**config.mk**
```make
export PLATFORM = sky130hd
export DESIGN_NAME = bp_fe_mock_be_flat
export DESIGN_NICKNAME = d
export VERILOG_FILES = /design/src/rtl/bp_fe_mock_be_if.sv /design/src/rtl/bp_fe_mock_be.sv /design/src/flat_wrapper.sv
export SDC_FILE = /design/constraint.sdc
export NUM_CORES = 1
export LEC_CHECK = 0
export BUFFER_PORTS_ARGS = -buffer_cell sky130_fd_sc_hd__clkbuf_2
export CORE_ASPECT_RATIO = 0.6
export CORE_MARGIN = 1.5
export CORE_UTILIZATION = 50
export DETAILED_ROUTE_END_ITERATION = 8
export PLACE_DENSITY = 0.84
export SKIP_LAST_GASP = 1
export SYNTH_ARGS = -nofsm -noshare
export SYNTH_HDL_FRONTEND = slang
export SYNTH_SLANG_ARGS = --single-unit
```
**constraint.sdc**
```tcl
create_clock -name clk_i -period 4.4 [get_ports clk_i]
set_input_delay 0.22 -clock clk_i [delete_from_list [all_inputs] [get_ports clk_i]]
set_output_delay 0.22 -clock clk_i [all_outputs]
set_load 0.02 [all_outputs]
```
**src/rtl/bp_fe_mock_be_if.sv**
```systemverilog
`default_nettype none
// +--------------------------------------------------------------------------+
// | Module   : bp_fe_mock_be_if                                              |
// | Brief    : FE queue / FE command handshake bundle for bp_fe_mock_be.     |
// |            master = mock back end side, slave = FE / FIFO side.          |
// | Revision : 1.0 - initial release                                         |
// +--------------------------------------------------------------------------+
interface bp_fe_mock_be_if #(
    parameter int vaddr_width_p               = 39,
    parameter int paddr_width_p               = 40,
    parameter int asid_width_p                = 10,
    parameter int branch_metadata_fwd_width_p = 36
) ();
    // queue packet: {msg_type(1: 0=fetch,1=exception), pc, instr[31:0], branch_metadata}
    localparam int fe_queue_width_lp = 1 + vaddr_width_p + 32 + branch_metadata_fwd_width_p;
    // command: {opcode[2:0], vaddr, paddr, asid, branch_metadata}
    localparam int fe_cmd_width_lp   = 3 + vaddr_width_p + paddr_width_p + asid_width_p
                                     + branch_metadata_fwd_width_p;

    logic [fe_queue_width_lp-1:0] fe_queue_i;
    logic                         fe_queue_v_i;
    logic                         fe_queue_yumi_o;
    logic                         fe_queue_clr_o;
    logic                         fe_queue_dequeue_o;
    logic                         fe_queue_rollback_o;
    logic [fe_cmd_width_lp-1:0]   fe_cmd_o;
    logic                         fe_cmd_v_o;
    logic                         fe_cmd_rdy_i;

    modport master (
        input  fe_queue_i, fe_queue_v_i, fe_cmd_rdy_i,
        output fe_queue_yumi_o, fe_queue_clr_o, fe_queue_dequeue_o,
               fe_queue_rollback_o, fe_cmd_o, fe_cmd_v_o
    );

    modport slave (
        output fe_queue_i, fe_queue_v_i, fe_cmd_rdy_i,
        input  fe_queue_yumi_o, fe_queue_clr_o, fe_queue_dequeue_o,
               fe_queue_rollback_o, fe_cmd_o, fe_cmd_v_o
    );
endinterface
`default_nettype wire

```
**src/rtl/bp_fe_mock_be.sv**
```systemverilog
`default_nettype none
// +--------------------------------------------------------------------------+
// | Module   : bp_fe_mock_be                                                 |
// | Brief    : Mock back end: consumes FE queue, checks sequential PCs,      |
// |            issues periodic PC redirects, flags done / error.             |
// |            Optional PC checking: define BP_FE_MOCK_BE_CHECK_EN.          |
// | Revision : 1.0 - initial release                                         |
// +--------------------------------------------------------------------------+
module bp_fe_mock_be #(
    parameter int          vaddr_width_p               = 39,
    parameter int          paddr_width_p               = 40,
    parameter int          asid_width_p                = 10,
    parameter int          branch_metadata_fwd_width_p = 36,
    parameter logic [63:0] boot_pc_p                   = 64'h80000124,
    parameter int          redirect_every_p            = 16,
    parameter logic [63:0] redirect_offset_p           = 64'h40,
    parameter int          max_instr_p                 = 256,
    parameter int          mismatch_limit_p            = 8
) (
    input  wire logic        clk_i,
    input  wire logic        reset_n_i,
    bp_fe_mock_be_if.master  fe_if,
    output logic [31:0]      instr_cnt_o,
    output logic             done_o,
    output logic             error_o
);

    localparam int fe_queue_width_lp = 1 + vaddr_width_p + 32 + branch_metadata_fwd_width_p;
    localparam int fe_cmd_width_lp   = 3 + vaddr_width_p + paddr_width_p + asid_width_p
                                     + branch_metadata_fwd_width_p;
    localparam int cmd_pad_lp        = paddr_width_p + asid_width_p + branch_metadata_fwd_width_p;

    localparam logic [2:0]               c_op_pc_redirection = 3'd1;
    localparam logic [vaddr_width_p-1:0] c_boot_pc           = boot_pc_p[vaddr_width_p-1:0];
    localparam logic [vaddr_width_p-1:0] c_redir_off         = redirect_offset_p[vaddr_width_p-1:0];
    localparam logic [vaddr_width_p-1:0] c_pc_step           = vaddr_width_p'(4);
    localparam logic [32:0]              c_max_instr         = 33'(max_instr_p);
    localparam logic [31:0]              c_redir_every       = 32'(redirect_every_p);
    localparam logic [31:0]              c_mismatch_limit    = 32'(mismatch_limit_p);

    typedef enum logic [2:0] {
        eRun   = 3'd0,
        eCmd   = 3'd1,
        eFlush = 3'd2,
        eDone  = 3'd3,
        eError = 3'd4
    } state_e;

    state_e                     r_state,     w_state_nxt;
    logic [vaddr_width_p-1:0]   r_exp_pc,    w_exp_pc_nxt;
    logic [vaddr_width_p-1:0]   r_target,    w_target_nxt;
    logic [31:0]                r_instr_cnt, w_instr_cnt_nxt;
    logic [31:0]                r_redir_cnt, w_redir_cnt_nxt;
    logic                       r_done,      w_done_nxt;
    logic                       r_error,     w_error_nxt;
    logic [fe_cmd_width_lp-1:0] r_fe_cmd,    w_fe_cmd_nxt;

    logic                       w_yumi;
    logic                       w_dequeue;
    logic                       w_clr;
    logic                       w_cmd_v;

    logic                       w_is_exc;
    logic [vaddr_width_p-1:0]   w_pc;
    logic [vaddr_width_p-1:0]   w_acc_pc;
    logic [vaddr_width_p-1:0]   w_acc_pc_next;
    logic [vaddr_width_p-1:0]   w_redir_target;
    logic [31:0]                w_instr_cnt_inc;
    logic                       w_hit_max;
    logic                       w_hit_redir;
    logic                       w_pc_ok;
    logic                       w_unused;

    assign w_is_exc = fe_if.fe_queue_i[fe_queue_width_lp-1];
    assign w_pc     = fe_if.fe_queue_i[fe_queue_width_lp-2 -: vaddr_width_p];

`ifdef BP_FE_MOCK_BE_CHECK_EN
    logic [31:0] r_mismatch_cnt, w_mismatch_nxt;
    logic        w_mismatch_hit;

    assign w_pc_ok        = (w_pc == r_exp_pc);
    assign w_acc_pc       = r_exp_pc;
    assign w_mismatch_hit = ((r_mismatch_cnt + 32'd1) == c_mismatch_limit);
    assign w_unused       = ^fe_if.fe_queue_i[32+branch_metadata_fwd_width_p-1:0];
`else
    // Without checking, the packet's own PC becomes the reference.
    assign w_pc_ok  = 1'b1;
    assign w_acc_pc = w_pc;
    assign w_unused = ^{fe_if.fe_queue_i[32+branch_metadata_fwd_width_p-1:0], c_mismatch_limit};
`endif

    assign w_acc_pc_next   = w_acc_pc + c_pc_step;
    assign w_redir_target  = w_acc_pc_next + c_redir_off;
    assign w_instr_cnt_inc = (&r_instr_cnt) ? r_instr_cnt : (r_instr_cnt + 32'd1);
    assign w_hit_max       = (({1'b0, r_instr_cnt} + 33'd1) == c_max_instr);
    assign w_hit_redir     = ((r_redir_cnt + 32'd1) == c_redir_every);

    always_comb begin
        w_state_nxt     = r_state;
        w_exp_pc_nxt    = r_exp_pc;
        w_target_nxt    = r_target;
        w_instr_cnt_nxt = r_instr_cnt;
        w_redir_cnt_nxt = r_redir_cnt;
        w_done_nxt      = r_done;
        w_error_nxt     = r_error;
        w_fe_cmd_nxt    = r_fe_cmd;
`ifdef BP_FE_MOCK_BE_CHECK_EN
        w_mismatch_nxt  = r_mismatch_cnt;
`endif
        w_yumi          = 1'b0;
        w_dequeue       = 1'b0;
        w_clr           = 1'b0;
        w_cmd_v         = 1'b0;

        case (r_state)
            eRun: begin
                w_yumi = fe_if.fe_queue_v_i;
                if (fe_if.fe_queue_v_i) begin
                    if (w_is_exc) begin
                        w_state_nxt = eError;
                        w_error_nxt = 1'b1;
                    end else if (w_pc_ok) begin
                        w_dequeue       = 1'b1;
                        w_instr_cnt_nxt = w_instr_cnt_inc;
                        w_exp_pc_nxt    = w_acc_pc_next;
`ifdef BP_FE_MOCK_BE_CHECK_EN
                        w_mismatch_nxt  = '0;
`endif
                        // Completion wins over a redirect due on the same accept.
                        if (w_hit_max) begin
                            w_state_nxt = eDone;
                            w_done_nxt  = 1'b1;
                        end else if (w_hit_redir) begin
                            w_state_nxt     = eCmd;
                            w_target_nxt    = w_redir_target;
                            w_redir_cnt_nxt = '0;
                            w_fe_cmd_nxt    = {c_op_pc_redirection, w_redir_target,
                                               {cmd_pad_lp{1'b0}}};
                        end else begin
                            w_redir_cnt_nxt = r_redir_cnt + 32'd1;
                        end
                    end
`ifdef BP_FE_MOCK_BE_CHECK_EN
                    else begin
                        w_mismatch_nxt = r_mismatch_cnt + 32'd1;
                        if (w_mismatch_hit) begin
                            w_state_nxt = eError;
                            w_error_nxt = 1'b1;
                        end
                    end
`endif
                end
            end
            eCmd: begin
                w_cmd_v = fe_if.fe_cmd_rdy_i;
                if (fe_if.fe_cmd_rdy_i) begin
                    w_state_nxt = eFlush;
                end
            end
            eFlush: begin
                w_clr        = 1'b1;
                w_exp_pc_nxt = r_target;
`ifdef BP_FE_MOCK_BE_CHECK_EN
                w_mismatch_nxt = '0;
`endif
                w_state_nxt  = eRun;
            end
            eDone: begin
                w_done_nxt = 1'b1;
            end
            eError: begin
                w_error_nxt = 1'b1;
            end
            default: begin
                // Unreachable encodings park in the error state.
                w_state_nxt = eError;
                w_error_nxt = 1'b1;
            end
        endcase
    end

    always_ff @(posedge clk_i or negedge reset_n_i) begin
        if (!reset_n_i) begin
            r_state        <= eRun;
            r_exp_pc       <= c_boot_pc;
            r_target       <= '0;
            r_instr_cnt    <= '0;
            r_redir_cnt    <= '0;
            r_done         <= 1'b0;
            r_error        <= 1'b0;
            r_fe_cmd       <= '0;
`ifdef BP_FE_MOCK_BE_CHECK_EN
            r_mismatch_cnt <= '0;
`endif
        end else begin
            r_state        <= w_state_nxt;
            r_exp_pc       <= w_exp_pc_nxt;
            r_target       <= w_target_nxt;
            r_instr_cnt    <= w_instr_cnt_nxt;
            r_redir_cnt    <= w_redir_cnt_nxt;
            r_done         <= w_done_nxt;
            r_error        <= w_error_nxt;
            r_fe_cmd       <= w_fe_cmd_nxt;
`ifdef BP_FE_MOCK_BE_CHECK_EN
            r_mismatch_cnt <= w_mismatch_nxt;
`endif
        end
    end

    assign fe_if.fe_queue_yumi_o     = w_yumi;
    assign fe_if.fe_queue_dequeue_o  = w_dequeue;
    assign fe_if.fe_queue_clr_o      = w_clr;
    assign fe_if.fe_queue_rollback_o = 1'b0;
    assign fe_if.fe_cmd_v_o          = w_cmd_v;
    assign fe_if.fe_cmd_o            = r_fe_cmd;

    assign instr_cnt_o = r_instr_cnt;
    assign done_o      = r_done;
    assign error_o     = r_error;

endmodule
`default_nettype wire

```
**src/flat_wrapper.sv**
```systemverilog
// flat-port wrapper written by rule: the top's interface ports become plain ports
module bp_fe_mock_be_flat 
#(
    parameter int          vaddr_width_p               = 39,
    parameter int          paddr_width_p               = 40,
    parameter int          asid_width_p                = 10,
    parameter int          branch_metadata_fwd_width_p = 36,
    parameter logic [63:0] boot_pc_p                   = 64'h80000124,
    parameter int          redirect_every_p            = 16,
    parameter logic [63:0] redirect_offset_p           = 64'h40,
    parameter int          max_instr_p                 = 256,
    parameter int          mismatch_limit_p            = 8
)
  (clk_i, reset_n_i, instr_cnt_o, done_o, error_o, fe_if_fe_queue_i, fe_if_fe_queue_v_i, fe_if_fe_cmd_rdy_i, fe_if_fe_queue_yumi_o, fe_if_fe_queue_clr_o, fe_if_fe_queue_dequeue_o, fe_if_fe_queue_rollback_o, fe_if_fe_cmd_o, fe_if_fe_cmd_v_o);
  bp_fe_mock_be_if #(.vaddr_width_p(vaddr_width_p), .paddr_width_p(paddr_width_p), .asid_width_p(asid_width_p), .branch_metadata_fwd_width_p(branch_metadata_fwd_width_p)) fe_if_i ();
  input  wire logic clk_i;
  input  wire logic reset_n_i;
  output logic [31:0] instr_cnt_o;
  output logic done_o;
  output logic error_o;
  input wire logic [$bits(fe_if_i.fe_queue_i)-1:0] fe_if_fe_queue_i;
  input wire logic [$bits(fe_if_i.fe_queue_v_i)-1:0] fe_if_fe_queue_v_i;
  input wire logic [$bits(fe_if_i.fe_cmd_rdy_i)-1:0] fe_if_fe_cmd_rdy_i;
  output wire logic [$bits(fe_if_i.fe_queue_yumi_o)-1:0] fe_if_fe_queue_yumi_o;
  output wire logic [$bits(fe_if_i.fe_queue_clr_o)-1:0] fe_if_fe_queue_clr_o;
  output wire logic [$bits(fe_if_i.fe_queue_dequeue_o)-1:0] fe_if_fe_queue_dequeue_o;
  output wire logic [$bits(fe_if_i.fe_queue_rollback_o)-1:0] fe_if_fe_queue_rollback_o;
  output wire logic [$bits(fe_if_i.fe_cmd_o)-1:0] fe_if_fe_cmd_o;
  output wire logic [$bits(fe_if_i.fe_cmd_v_o)-1:0] fe_if_fe_cmd_v_o;
  assign fe_if_i.fe_queue_i = fe_if_fe_queue_i;
  assign fe_if_i.fe_queue_v_i = fe_if_fe_queue_v_i;
  assign fe_if_i.fe_cmd_rdy_i = fe_if_fe_cmd_rdy_i;
  assign fe_if_fe_queue_yumi_o = fe_if_i.fe_queue_yumi_o;
  assign fe_if_fe_queue_clr_o = fe_if_i.fe_queue_clr_o;
  assign fe_if_fe_queue_dequeue_o = fe_if_i.fe_queue_dequeue_o;
  assign fe_if_fe_queue_rollback_o = fe_if_i.fe_queue_rollback_o;
  assign fe_if_fe_cmd_o = fe_if_i.fe_cmd_o;
  assign fe_if_fe_cmd_v_o = fe_if_i.fe_cmd_v_o;
  bp_fe_mock_be #(.vaddr_width_p(vaddr_width_p), .paddr_width_p(paddr_width_p), .asid_width_p(asid_width_p), .branch_metadata_fwd_width_p(branch_metadata_fwd_width_p), .boot_pc_p(boot_pc_p), .redirect_every_p(redirect_every_p), .redirect_offset_p(redirect_offset_p), .max_instr_p(max_instr_p), .mismatch_limit_p(mismatch_limit_p)) u_core (.clk_i(clk_i), .reset_n_i(reset_n_i), .fe_if(fe_if_i), .instr_cnt_o(instr_cnt_o), .done_o(done_o), .error_o(error_o));
endmodule
```
# Word-level counts from Yosys, hierarchy flattened

Cells that the tools add are included.
Widths: inputs -> output; s select.

Flip-flop bits (word level): 109
Logic and storage cells: 59
Output and inout bits: 167

Bitwise operators: 5
Add/sub/neg operators: 5
Equal/unequal tests: 12
Mux-type cells: 20
Reduce and logical (&&, ||, !) cells: 11

Operator list:

| cell                  | number |
|---|---|
| $add 32x1->32 const B | 2 |
| $add 39x3->39 const B | 1 |
| $add 39x7->39 const B | 1 |
| $add 32x1->33 const B | 1 |
| $eq 33x9->1 const B   | 1 |
| $eq 32x5->1 const B   | 1 |
| $mux 32               | 1 |
| $reduce_and 32->1     | 1 |
| $reduce_and 4->1      | 4 |
| $mux 3                | 5 |
| $pmux 3 s4            | 1 |
| $mux 1                | 11 |
| $ne 2x2->1 const B    | 4 |
| $eq 3x2->1 const B    | 2 |
| $not 1->1             | 5 |
| $reduce_and 5->1      | 1 |
| $ne 4x2->1 const B    | 1 |
| $pmux 1 s2            | 2 |
| $eq 3x1->1 const B    | 1 |
| $eq 3x3->1 const B    | 1 |
| $logic_not 3->1       | 1 |
| $reduce_and 3->1      | 1 |
| $reduce_or 3->1       | 1 |
| $ne 2x1->1 const B    | 1 |
| other kinds (2)       | 2 |

# Logic depth before layout (Yosys ltp)

Gate-level depths: netlist (run 1).

Depth after elaboration: 7
Mapped depth: 11
Gate-level depth less buffers: 9

# Least setup slack after synthesis (run 1)

OpenSTA, ideal clock, no wires.

Kind: flip-flop to flip-flop
Start point: register u_core.r_redir_cnt[0]
End point: register u_core.r_fe_cmd[100] (netlist: u_core.fe_if.fe_cmd_o[100])
Stages on the path, launching flop included: 11
Period minus slack after synthesis: 3.482 ns
Path slack: 0.918 ns
Arrival time: 3.355 ns
Required time: 4.272 ns
Setup time: 0.128 ns
Path buffers: 1
Path through: dfrtp_1 > ha_1 > nand3_2 > nor3_2 > mux2_2 > a2bb2oi_1 > or4bb_1 > or4_1 > nor3_2 > buf_4 > mux2_1

Longest elaborated chain between the ends: 3

Ends and longest elaborated chain:

| what                       | line                 | RTL |
|---|---|---|
| from (decl)                | bp_fe_mock_be.sv:53  | `logic [31:0] r_redir_cnt, w_redir_cnt_nxt;` |
| from (signal assigned)     | bp_fe_mock_be.sv:200 | `r_redir_cnt <= w_redir_cnt_nxt;` |
| $add 32x1->32              | bp_fe_mock_be.sv:96  | `assign w_hit_redir = ((r_redir_cnt + 32'd1) == c_redir_every);` |
| $eq 32x5->1                | bp_fe_mock_be.sv:96  |  |
| $reduce_and 5->1 (no line) | --                   |  |
| to (signal assigned)       | bp_fe_mock_be.sv:203 | `r_fe_cmd <= w_fe_cmd_nxt;` |
| to (decl)                  | bp_fe_mock_be.sv:56  | `logic [fe_cmd_width_lp-1:0] r_fe_cmd, w_fe_cmd_nxt;` |

Every way passes these cells.
A chain may end at the register's enable or synchronous reset.

# Worst setup path in the final report (run 1)

Start point: register u_core.r_redir_cnt[1]
End point: register u_core.r_fe_cmd[103] (netlist: u_core.fe_if.fe_cmd_o[103])

The elaborated chain is that of the path after synthesis.

==> flow_metrics.py, run 1 <==
metrics = {
    "timing": {
        "setup_viol": 0,
        "tightest_slew_ns": 0.950,
        "final_hold_viol_count": 8,
        "finalWorstSetupSlack_ns": 0.230,
        "slew-limit-headroom": 0.366,
        "max_freq_ghz": 0.240,
        "rsz0062_at_grt": "false",
        "finalClockSkew_ns": 0.00876,
        "holdWs_ns": -0.00465,
        "timing.final.crit_share": 0.948,
        "tns_ns": 0,
        "finalMaxSlewViolations": 0,
        "period_needed_ns": 4.17,
    },
    "grt": {
        "grt_pass1_vias": 5597,
        "gr-total-overflow": 0,
        "grt_max_degree": 76,
        "grt_usage": 0.224,
        "antenna_found_initial": 0,
        "grt_pass1_wl_um": 28400,
    },
    "logic_synthesis": {
        "netlist_area_mm2": 0.00744,
        "ys_seq_area_frac": 0.366,
        "synth_cells": 805,
        "synth_ff_type": "dfrtp_1",
        "synthDistinctLibCells": 66,
        "synthArstFlopShare": 1.00,
        "yosysWarnings": 0,
        "synth_edf_count": 0,
        "synth_seq_cells": 109,
        "avgSynthCellArea_um2": 9.25,
    },
    "worst_hold_path": {
        "hold_path.class": "in -> async",
    },
    "detailed_routing": {
        "vias": 6236,
        "drc_errors": 0,
        "finalWirelength_um": 17300,
        "drtPass1Iterations": 5,
        "ant_nets": 0,
        "vias_per_cell": 5.63,
        "drtIter0Drc": 689,
        "wire_per_inst_um": 15.6,
    },
    "layout": {
        "drive_gt1_frac": 0.186,
        "area_growth_pct": 9.73,
        "n_antenna_cell": 0,
        "final_util": 0.563,
        "nNetsFinal": 1020,
    },
    "status": {
        "status": "finished, violations left",
        "failed_checks": "hold timing",
    },
    "cts": {
        "clock_sinks": 109,
        "cts_root_buf": "clkbuf_16",
        "cts_buffers": 9,
        "cts_tree": "yes",
        "holdBufCountCts": 0,
        "clk_latency_ns": 0.35,
        "cts.clk_slew.worst_paths_ns": 0.08,
        "h-tree-depth": 3,
        "cts.repair.resized": 0,
        "clockBufferDepth": 2,
        "post_cts_buffers": 0,
    },
    "placed_design": {
        "post-dp-hpwl_um": 12700,
        "finalWeightedCongestion": 0.922,
        "preCtsSetupSlack_ns": 0.346,
        "io_buffer_count": 121,
    },
    "setup_path": {
        "end_kind": "register",
        "worst_setup_path_start_kind": "register",
        "required_ns": 4.63,
        "r2r_end": "u_core.fe_if.fe_cmd_o[103]",
        "cp_max_fo": 40,
        "crit_type": "reg -> reg",
        "crit_arrival_ns": 4.40,
        "r2r_start": "u_core.r_redir_cnt[1]",
        "reg2reg_depth": 10,
        "rrSetupSlack_ns": 0.23,
    },
    "floorplanning": {
        "rows": 34,
        "die_h_um": 97.5,
        "die_x_um": 161,
        "coreArea_mm2": 0.0145,
        "initial_core_util": 0.513,
        "ioPinCount": 279,
        "die-area_mm2": 0.0157,
    },
    "power_and_ir_drop": {
        "finalPower_w": 0.00195,
        "cellLeakagePower_nw": 3.96,
        "vdd_ir_drop_max_mv": 0.192,
        "p_per_area_mw_per_mm2": 238,
    },
    "flow_run": {
        "maxCapViolCount": 0,
    },
}
==> critical path, stage by stage, from the launching register on <==
cell and delay (ns):
dfrtp_1 0.41, ha_1 0.32, nand3_2 0.17, nor3_2 0.63
mux2_2 0.42, a2bb2oi_1 0.15, or4bb_1 0.54, or4_1 0.56
nor3_4 0.20, buf_12 0.25, mux2_1 0.37
==> through the flow <==
stage          instance area, um^2  cells
6_report                      8170   1107
5_1_grt                       8170   1107
4_1_cts                       8170   1107
3_5_place_dp                  7880   1091
3_3_place_gp                  7880   1091
2_1_floorplan                 7770    893
==> flip-flops by register name, summed over array words and instances (netlist names) <==
name                   flops
u_core.r_state             3
u_core.r_redir_cnt        32
u_core.error_o             1
u_core.instr_cnt_o        32
u_core.done_o              1
u_core.fe_if.fe_cmd_o     40
==> per-layer routing <==
layer	up-vias	wire length (um)	global-route usage
met2	294	7280	0.309
met1	3014	8230	0.340
li1	2898	-	-
met4	0	303	0.0740
met3	30	1440	0.0512
met5	-	0	0
==> power breakdown <==
part | switching, W | internal [W]
sequential | 0 | 0.00100
combinational | 0.000115 | 0.0000296
clock | 0.000403 | 0.000400
==> layout make-up <==
class | count | area (um^2)
clock inverters | 7 | 67.6
flip-flops and latches | 109 | 2730
multi-input cells | 645 | 4160
inverters | 8 | 30.0
clock buffers | 9 | 225
repair buffers | 131 | 708
well taps | 198 | 248
fillers | 1333 | 6340
==> cell usage in the layout, fill, tap and decap left out, types with 4 or more instances in the layout <==
master and count:
inv_1 8, dfrtp_1 109, xor2_1 39, mux2i_1 5
or3_1 9, nor4_1 15, and4_1 11, clkbuf_16 9
nand2_1 63, nand2b_1 10, nand3_1 46, o31ai_1 11
buf_4 9, nand4_1 41, xnor2_1 51, conb_1 89
or4_1 5, and3_1 19, nor2_1 51, mux2_1 41
nor3_1 29, o41ai_1 4, o21ai_0 13, clkbuf_2 120
ha_1 4, and2_1 7, mux2_2 8, a21oi_1 6
nor3b_1 9
==> worst max path at each step <==
stage | from | end | slack, ns | cells past startpoint
after floorplan | u_core.r_redir_cnt[0] | u_core.fe_if.fe_cmd_o[100] | 0.92 | 10
after global placement | u_core.r_redir_cnt[1] | u_core.fe_if.fe_cmd_o[116] | 0.40 | 10
after detailed placement | u_core.r_redir_cnt[1] | u_core.fe_if.fe_cmd_o[116] | 0.35 | 10
after CTS | u_core.r_redir_cnt[1] | u_core.fe_if.fe_cmd_o[116] | 0.31 | 10
after global routing | u_core.r_redir_cnt[1] | u_core.fe_if.fe_cmd_o[86] | 0.11 | 10
final | u_core.r_redir_cnt[1] | u_core.fe_if.fe_cmd_o[103] | 0.23 | 10
==> cell families (layout without fill, tap and decap cells) <==
group	count (synthesis)	after routing	synth area share
fa+ha+maj	4	4	0.00672
mux	54	54	0.0808
other cells	1	89	0.000504
simple gates	339	339	0.251
buf+inv	139	155	0.120
compound gates	69	69	0.0686
xor+xnor	90	90	0.106
flops	109	109	0.366
==> synth_stat cells, types with 3 or more instances <==
cell type | instances | area (um^2)
or3_1 | 9 | 56.3
xor2_1 | 39 | 342
nand2b_1 | 10 | 62.6
nand4_1 | 41 | 257
o31ai_1 | 11 | 82.6
nand3b_1 | 3 | 22.5
o21ai_0 | 13 | 65.1
a31o_2 | 3 | 26.3
o211ai_1 | 3 | 22.5
mux2_1 | 41 | 462
nor2_1 | 51 | 191
nand3_1 | 46 | 230
o2bb2ai_1 | 3 | 26.3
and4_1 | 11 | 96.3
or4_1 | 5 | 37.5
mux2_2 | 8 | 90.1
buf_2 | 10 | 50.1
buf_4 | 95 | 713
and2_1 | 7 | 43.8
a21oi_1 | 6 | 30.0
nor4_1 | 15 | 93.8
nor3b_1 | 9 | 67.6
ha_1 | 4 | 50.1
dfrtp_1 | 109 | 2730
clkbuf_1 | 25 | 93.8
a211o_1 | 3 | 26.3
nor3_1 | 29 | 145
xnor2_1 | 51 | 447
o41ai_1 | 4 | 35.0
inv_1 | 8 | 30.0
nand2_1 | 63 | 236
and3_1 | 19 | 119
nor2b_1 | 3 | 18.8
mux2i_1 | 5 | 50.1
No activity file was read; power rests on OpenSTA's default activity.
==> run 2: changes to the inputs <==
--- a/config.mk
+++ b/config.mk
@@ -5,12 +5,14 @@
 export SDC_FILE = /design/constraint.sdc
 export NUM_CORES = 1
 export LEC_CHECK = 0
+export ABC_AREA = 1
 export BUFFER_PORTS_ARGS = -buffer_cell sky130_fd_sc_hd__clkbuf_2
+export CAP_MARGIN = 15
 export CORE_ASPECT_RATIO = 0.6
 export CORE_MARGIN = 1.5
 export CORE_UTILIZATION = 50
 export DETAILED_ROUTE_END_ITERATION = 8
-export PLACE_DENSITY = 0.84
+export PLACE_DENSITY = 0.82
 export SKIP_LAST_GASP = 1
 export SYNTH_ARGS = -nofsm -noshare
 export SYNTH_HDL_FRONTEND = slang
==> flow_metrics.py, run 2 <==
metrics = {
    "setup_path": {
        "crit_type": "reg -> reg",
        "end_kind": "register",
        "cp_slowest_stage_delay_ns": 0.45,
        "path_common_cell": "nand2_1",
        "crit_cells": 14,
        "crit_arrival_ns": 3.97,
        "crit_path_top_delay_cell": "dfrtp_1",
        "required_ns": 4.66,
        "path_cells": "ha_1 > nand3_1 > nor2_2 > nand2_1 > nand2_1 > nand2_1 > nor2_1 > nand4_1 > nor2_1 > nand3_4 > buf_4 > nand2_4 > nand2_1 > o21ai_1",
        "cp_max_fo": 43,
        "rrSetupSlack_ns": 0.68,
        "critical-path-top-delay-family": "simple AND/OR/NAND/NOR gates",
        "path_buf_inv": 1,
        "worst_setup_path_start_kind": "register",
        "reg2reg_depth": 14,
    },
    "detailed_routing": {
        "vias": 8415,
        "drtPass1Iterations": 5,
        "ant_nets": 0,
        "finalWirelength_um": 23400,
        "drc_errors": 0,
        "vias_per_cell": 5.18,
        "wire_per_inst_um": 14.4,
        "drtIter0Drc": 738,
    },
    "timing": {
        "holdWs_ns": 0.108,
        "final_hold_viol_count": 0,
        "setup_viol": 0,
        "period_needed_ns": 3.72,
        "timing.final.crit_share": 0.844,
        "tns_ns": 0,
        "slew-limit-headroom": 0.393,
        "finalMaxSlewViolations": 0,
        "max_freq_ghz": 0.269,
        "finalClockSkew_ns": 0.0199,
        "rsz0062_at_grt": "false",
        "tightest_slew_ns": 0.905,
    },
    "layout": {
        "fillCellCount": 1607,
        "n_antenna_cell": 0,
        "multi_input_area_mm2": 0.00472,
        "area_growth_pct": 8.96,
        "layout_commonest_cell": "nand2_1",
        "drive_gt1_frac": 0.124,
        "nNetsFinal": 1509,
        "register_area_mm2": 0.00273,
        "final_cells": 1626,
        "final_cell_mix": "487 x nand2_1, 164 x nor2_1, 120 x clkbuf_2, 109 x dfrtp_1, 100 x inv_1",
        "largest_reg_flops": 40,
    },
    "power_and_ir_drop": {
        "clkPwrFrac": 0.283,
        "p_seq_frac": 0.431,
        "p_int_w": 0.00175,
        "power.switching_w": 0.00119,
        "vdd_ir_drop_max_mv": 0.302,
        "comb_power_share": 0.286,
        "p_per_area_mw_per_mm2": 323,
        "cellLeakagePower_nw": 4.58,
        "finalPower_w": 0.00293,
        "swShare": 0.405,
    },
    "cts": {
        "cts_root_buf": "clkbuf_16",
        "holdBufCountCts": 1,
        "cts.clk_slew.worst_paths_ns": 0.09,
        "h-tree-depth": 3,
        "clockBufferDepth": 2,
        "post_cts_buffers": 0,
        "clock_sinks": 109,
        "clk_latency_ns": 0.36,
        "cts_buffers": 9,
        "cts_tree": "yes",
        "cts.repair.resized": 0,
    },
    "logic_synthesis": {
        "yosysMostFrequentCell": "nand2_1",
        "ys_seq_area_frac": 0.327,
        "netlist.area_leader.share": 0.327,
        "synthDistinctLibCells": 38,
        "synth.area.top_cells": "dfrtp_1 33%, nand2_1 22%, buf_4 8.7%",
        "synth_edf_count": 0,
        "synthArstFlopShare": 1.00,
        "synth_cells": 1287,
        "synth_ff_type": "dfrtp_1",
        "synth_top_area_cell": "dfrtp_1",
        "netlist_area_mm2": 0.00833,
        "synth_seq_cells": 109,
        "yosysWarnings": 0,
        "synth_commonest_cells": "487 x nand2_1, 164 x nor2_1, 109 x dfrtp_1",
        "avgSynthCellArea_um2": 6.47,
    },
    "placed_design": {
        "finalWeightedCongestion": 0.976,
        "io_buffer_count": 121,
        "post-dp-hpwl_um": 18000,
        "place_inst": 1609,
    },
    "grt": {
        "grt.busiest_layer": "met1",
        "gr-total-overflow": 0,
        "grt_pass1_vias": 7126,
        "gr-usage-met2": 0.363,
        "grt_max_degree": 63,
        "grt_usage": 0.268,
        "antenna_found_initial": 0,
        "grt_pass1_wl_um": 36500,
        "grtUsageMet3": 0.0894,
        "grtUsageMet1": 0.414,
    },
    "worst_hold_path": {
        "hold_path.class": "in -> reg",
        "holdPathStages": 3,
    },
    "floorplanning": {
        "die-area_mm2": 0.0175,
        "ioPinCount": 279,
        "die_x_um": 170,
        "rows": 36,
        "die_h_um": 103,
        "initial_core_util": 0.512,
        "coreArea_mm2": 0.0163,
    },
    "status": {
        "status": "finished clean",
    },
    "flow_run": {
        "maxCapViolCount": 0,
    },
}
-- run 2: cell count changes in the layout (fill, tap and decap cells not counted), moves of 23 or more --
cell / before / now
nand2_1: 63 / 487
nor2_1: 51 / 164
inv_1: 8 / 100
mux2_1: 41 / 0
xnor2_1: 51 / 11
o21ai_0: 13 / 42
nand3_1: 46 / 69
-- run 2: layout make-up --
class / count / share of cell area
Inverter: 103 / 0.0426
Clock inverter: 7 / 0.00868
Clock buffer: 9 / 0.0248
Timing Repair Buffer: 127 / 0.0722
Tap cell: 228 / 0.0314
Sequential cell: 109 / 0.300
Multi-Input combinational cell: 1043 / 0.520
-- run 2: logic make-up after synthesis --
| group | Yosys count | synth area share |
|---|---|---|
| other | 1 | 0.000450 |
| and+or+nand+nor | 848 | 0.438 |
| xor gates and xnor gates | 42 | 0.0441 |
| buffers and inverters | 223 | 0.147 |
| adders and majority gates | 4 | 0.00601 |
| DFF | 109 | 0.327 |
| AOI/OAI and AO/OA | 60 | 0.0372 |
-- run 2: final timing paths --
path / to / from
max in group asynchronous: u_core.instr_cnt_o[26] / reset_n_i
worst min-delay path: u_core.fe_if.fe_cmd_o[87] / fe_if_fe_queue_i[69]
worst min register to register: u_core.fe_if.fe_cmd_o[106] / u_core.fe_if.fe_cmd_o[106]
worst max register to register: u_core.r_redir_cnt[5] / u_core.instr_cnt_o[1]
min in group asynchronous: u_core.instr_cnt_o[8] / reset_n_i
worst max-delay path: u_core.r_redir_cnt[5] / u_core.instr_cnt_o[1]
-- run 2: tightest hold or removal path: stages --
cell and delay, ns:
clkbuf_2 0.08, nand4_1 0.08, nand2_1 0.06
-- run 2: power by group through the flow --
stage / clock network, W / registers [W] / logic [W]
final: 0.000829 / 0.00127 / 0.000838
after global routing: 0.000887 / 0.00128 / 0.000923
after CTS: 0.000851 / 0.00126 / 0.000828
after detailed placement: 0 / 0.00128 / 0.000824
after global placement: 0 / 0.00127 / 0.000807
after floorplan: 0 / 0.00135 / 0.000512
-- run 2: layer usage --
| metal | vias to the layer above | share of wire |
|---|---|---|
| met5 | - | 0 |
| met4 | 0 | 0.0053 |
| met3 | 12 | 0.12 |
| met2 | 416 | 0.39 |
| met1 | 3865 | 0.48 |
| li1 | 4122 | - |
-- run 2: stage by stage --
step | setup WS, ns | instance area (um^2) | util
detailed placement | 0.896 | 8770 | 0.539
CTS | 0.826 | 9080 | 0.558
global placement | 0.925 | 8770 | 0.539
finish | 0.685 | 9080 | 0.558
floorplan | 2.04 | 8660 | -
global route | 0.498 | 9080 | 0.558
==> run 3: changes to the inputs <==
--- a/config.mk
+++ b/config.mk
@@ -10,9 +10,9 @@
 export CAP_MARGIN = 15
 export CORE_ASPECT_RATIO = 0.6
 export CORE_MARGIN = 1.5
-export CORE_UTILIZATION = 50
+export CORE_UTILIZATION = 47
 export DETAILED_ROUTE_END_ITERATION = 8
-export PLACE_DENSITY = 0.82
+export PLACE_DENSITY = 0.81
 export SKIP_LAST_GASP = 1
 export SYNTH_ARGS = -nofsm -noshare
 export SYNTH_HDL_FRONTEND = slang
==> constraint.sdc (replaced) <==
create_clock -name clk_i -period 3.3 [get_ports clk_i]
set_input_delay 0.165 -clock clk_i [delete_from_list [all_inputs] [get_ports clk_i]]
set_output_delay 0.165 -clock clk_i [all_outputs]
set_load 0.02 [all_outputs]
==> flow_metrics.py, run 3 (same netlist as run 2, synthesis figures left out) <==
metrics = {
    "power_and_ir_drop": {
        "finalPower_w": 0.00398,
        "cellLeakagePower_nw": 4.68,
        "p_per_area_mw_per_mm2": 430,
        "vdd_ir_drop_max_mv": 0.294,
    },
    "floorplanning": {
        "die_x_um": 175,
        "coreArea_mm2": 0.0172,
        "die_h_um": 106,
        "initial_core_util": 0.484,
        "die-area_mm2": 0.0186,
        "ioPinCount": 279,
        "rows": 37,
    },
    "cts": {
        "cts.clk_slew.worst_paths_ns": 0.09,
        "clockBufferDepth": 2,
        "cts_root_buf": "clkbuf_16",
        "clock_sinks": 109,
        "cts.repair.resized": 0,
        "h-tree-depth": 3,
        "cts_buffers": 9,
        "cts_tree": "yes",
        "clk_latency_ns": 0.37,
    },
    "worst_hold_path": {
        "hold_path.class": "in -> reg",
        "min_to": "u_core.fe_if.fe_cmd_o[86]",
        "holdPathStages": 3,
        "worstHoldStart": "fe_if_fe_queue_i[68]",
    },
    "status": {
        "status": "finished clean",
    },
    "placed_design": {
        "io_buffer_count": 121,
        "post-dp-hpwl_um": 18800,
        "finalWeightedCongestion": 0.982,
        "preCtsSetupSlack_ns": 0.437,
    },
    "grt": {
        "antenna_found_initial": 0,
        "grt_max_degree": 73,
        "grt_usage": 0.259,
        "grt_pass1_wl_um": 38200,
        "gr-total-overflow": 0,
        "grt_pass1_vias": 7250,
    },
    "layout": {
        "largest_reg_flops": 40,
        "drive_gt1_frac": 0.133,
        "final_cell_mix": "487 x nand2_1, 164 x nor2_1, 120 x clkbuf_2, 109 x dfrtp_1, 100 x inv_1",
        "layout_commonest_cell": "nand2_1",
        "nNetsFinal": 1522,
        "area_growth_pct": 11.0,
        "n_antenna_cell": 0,
    },
    "detailed_routing": {
        "vias_per_cell": 5.10,
        "wire_per_inst_um": 14.5,
        "drc_errors": 0,
        "ant_nets": 0,
        "finalWirelength_um": 23900,
        "drtIter0Drc": 826,
        "vias": 8382,
        "drtPass1Iterations": 5,
    },
    "timing": {
        "finalMaxSlewViolations": 0,
        "setup_viol": 0,
        "finalWorstSetupSlack_ns": 0.275,
        "tns_ns": 0,
        "rsz0062_at_grt": "false",
        "period_needed_ns": 3.03,
        "holdWs_ns": 0.0400,
        "max_freq_ghz": 0.331,
        "timing.final.crit_share": 0.917,
        "finalClockSkew_ns": 0.0199,
        "tightest_slew_ns": 0.725,
        "slew-limit-headroom": 0.515,
        "final_hold_viol_count": 0,
    },
    "flow_run": {
        "maxCapViolCount": 0,
    },
    "setup_path": {
        "worst_setup_path_start_kind": "register",
        "r2r_start": "u_core.instr_cnt_o[1]",
        "reg2reg_depth": 13,
        "crit_type": "reg -> reg",
        "rrSetupSlack_ns": 0.27,
        "r2r_end": "u_core.fe_if.fe_cmd_o[124]",
        "end_kind": "register",
        "required_ns": 3.56,
        "cp_max_fo": 21,
        "crit_arrival_ns": 3.28,
    },
}
-- run 3: changes by cell type in the layout (fill, tap and decap cells not counted) --
cell	change
clkinv_4	-3
buf_4	+9
clkinv_8	+1
buf_12	+4
inv_8	+1
inv_12	+1
-- run 3: timing repair --
item,in CTS,in global routing
hold endpoints to repair,37,0
hold buffers,1,0
buffers inserted,0,0
-- run 3: metal layers --
layer / track usage / up-vias / routed length [um]
li1: - / 4136 / -
met1: 0.411 / 3836 / 11800
met2: 0.338 / 390 / 9120
met3: 0.0808 / 20 / 2820
met4: 0.0391 / 0 / 177
met5: 0 / - / 0
-- run 3: cell type report --
class	count	area (um^2)
Clock buffer	9	225
Clock inverter	7	96.3
Fill cell	1732	7970
Inverter	103	387
Multi-Input combinational cell	1043	4720
Sequential cell	109	2730
Tap cell	234	293
Timing Repair Buffer	140	803
-- run 3: where the power goes --
group / internal (W) / switching, W
Clock: 0.000557 / 0.000607
Sequential: 0.00147 / 0.000220
Combinational: 0.000320 / 0.000804
-- run 3: worst max-delay path, stage by stage, from the launching register on --
cell,delay (ns)
dfrtp_1,0.44
ha_1,0.21
nand2_1,0.10
nor2_2,0.32
nand2_1,0.21
o21ai_1,0.21
nand2_1,0.19
nor2_1,0.14
nand4_1,0.13
nor2_1,0.29
nand3_4,0.21
buf_4,0.27
nand4_1,0.12
nand2_1,0.06
-- run 3: how the worst max path moves through the flow --
stage	from	slack, ns	endpoint
2_1_floorplan	u_core.instr_cnt_o[1]	0.94	u_core.fe_if.fe_cmd_o[114]
3_3_place_gp	u_core.instr_cnt_o[1]	0.47	u_core.fe_if.fe_cmd_o[124]
3_5_place_dp	u_core.instr_cnt_o[1]	0.44	u_core.fe_if.fe_cmd_o[119]
4_1_cts	u_core.instr_cnt_o[1]	0.40	u_core.fe_if.fe_cmd_o[119]
5_1_grt	u_core.instr_cnt_o[1]	0.02	u_core.fe_if.fe_cmd_o[115]
6_report	u_core.instr_cnt_o[1]	0.27	u_core.fe_if.fe_cmd_o[124]
-- run 3: through the flow --
| stage | cells | instance area (um^2) | util |
|---|---|---|---|
| floorplan | 1375 | 8660 | - |
| global placement | 1628 | 8920 | 0.518 |
| detailed placement | 1628 | 8920 | 0.518 |
| CTS | 1645 | 9250 | 0.537 |
| global route | 1645 | 9250 | 0.537 |
| finish | 1645 | 9250 | 0.537 |
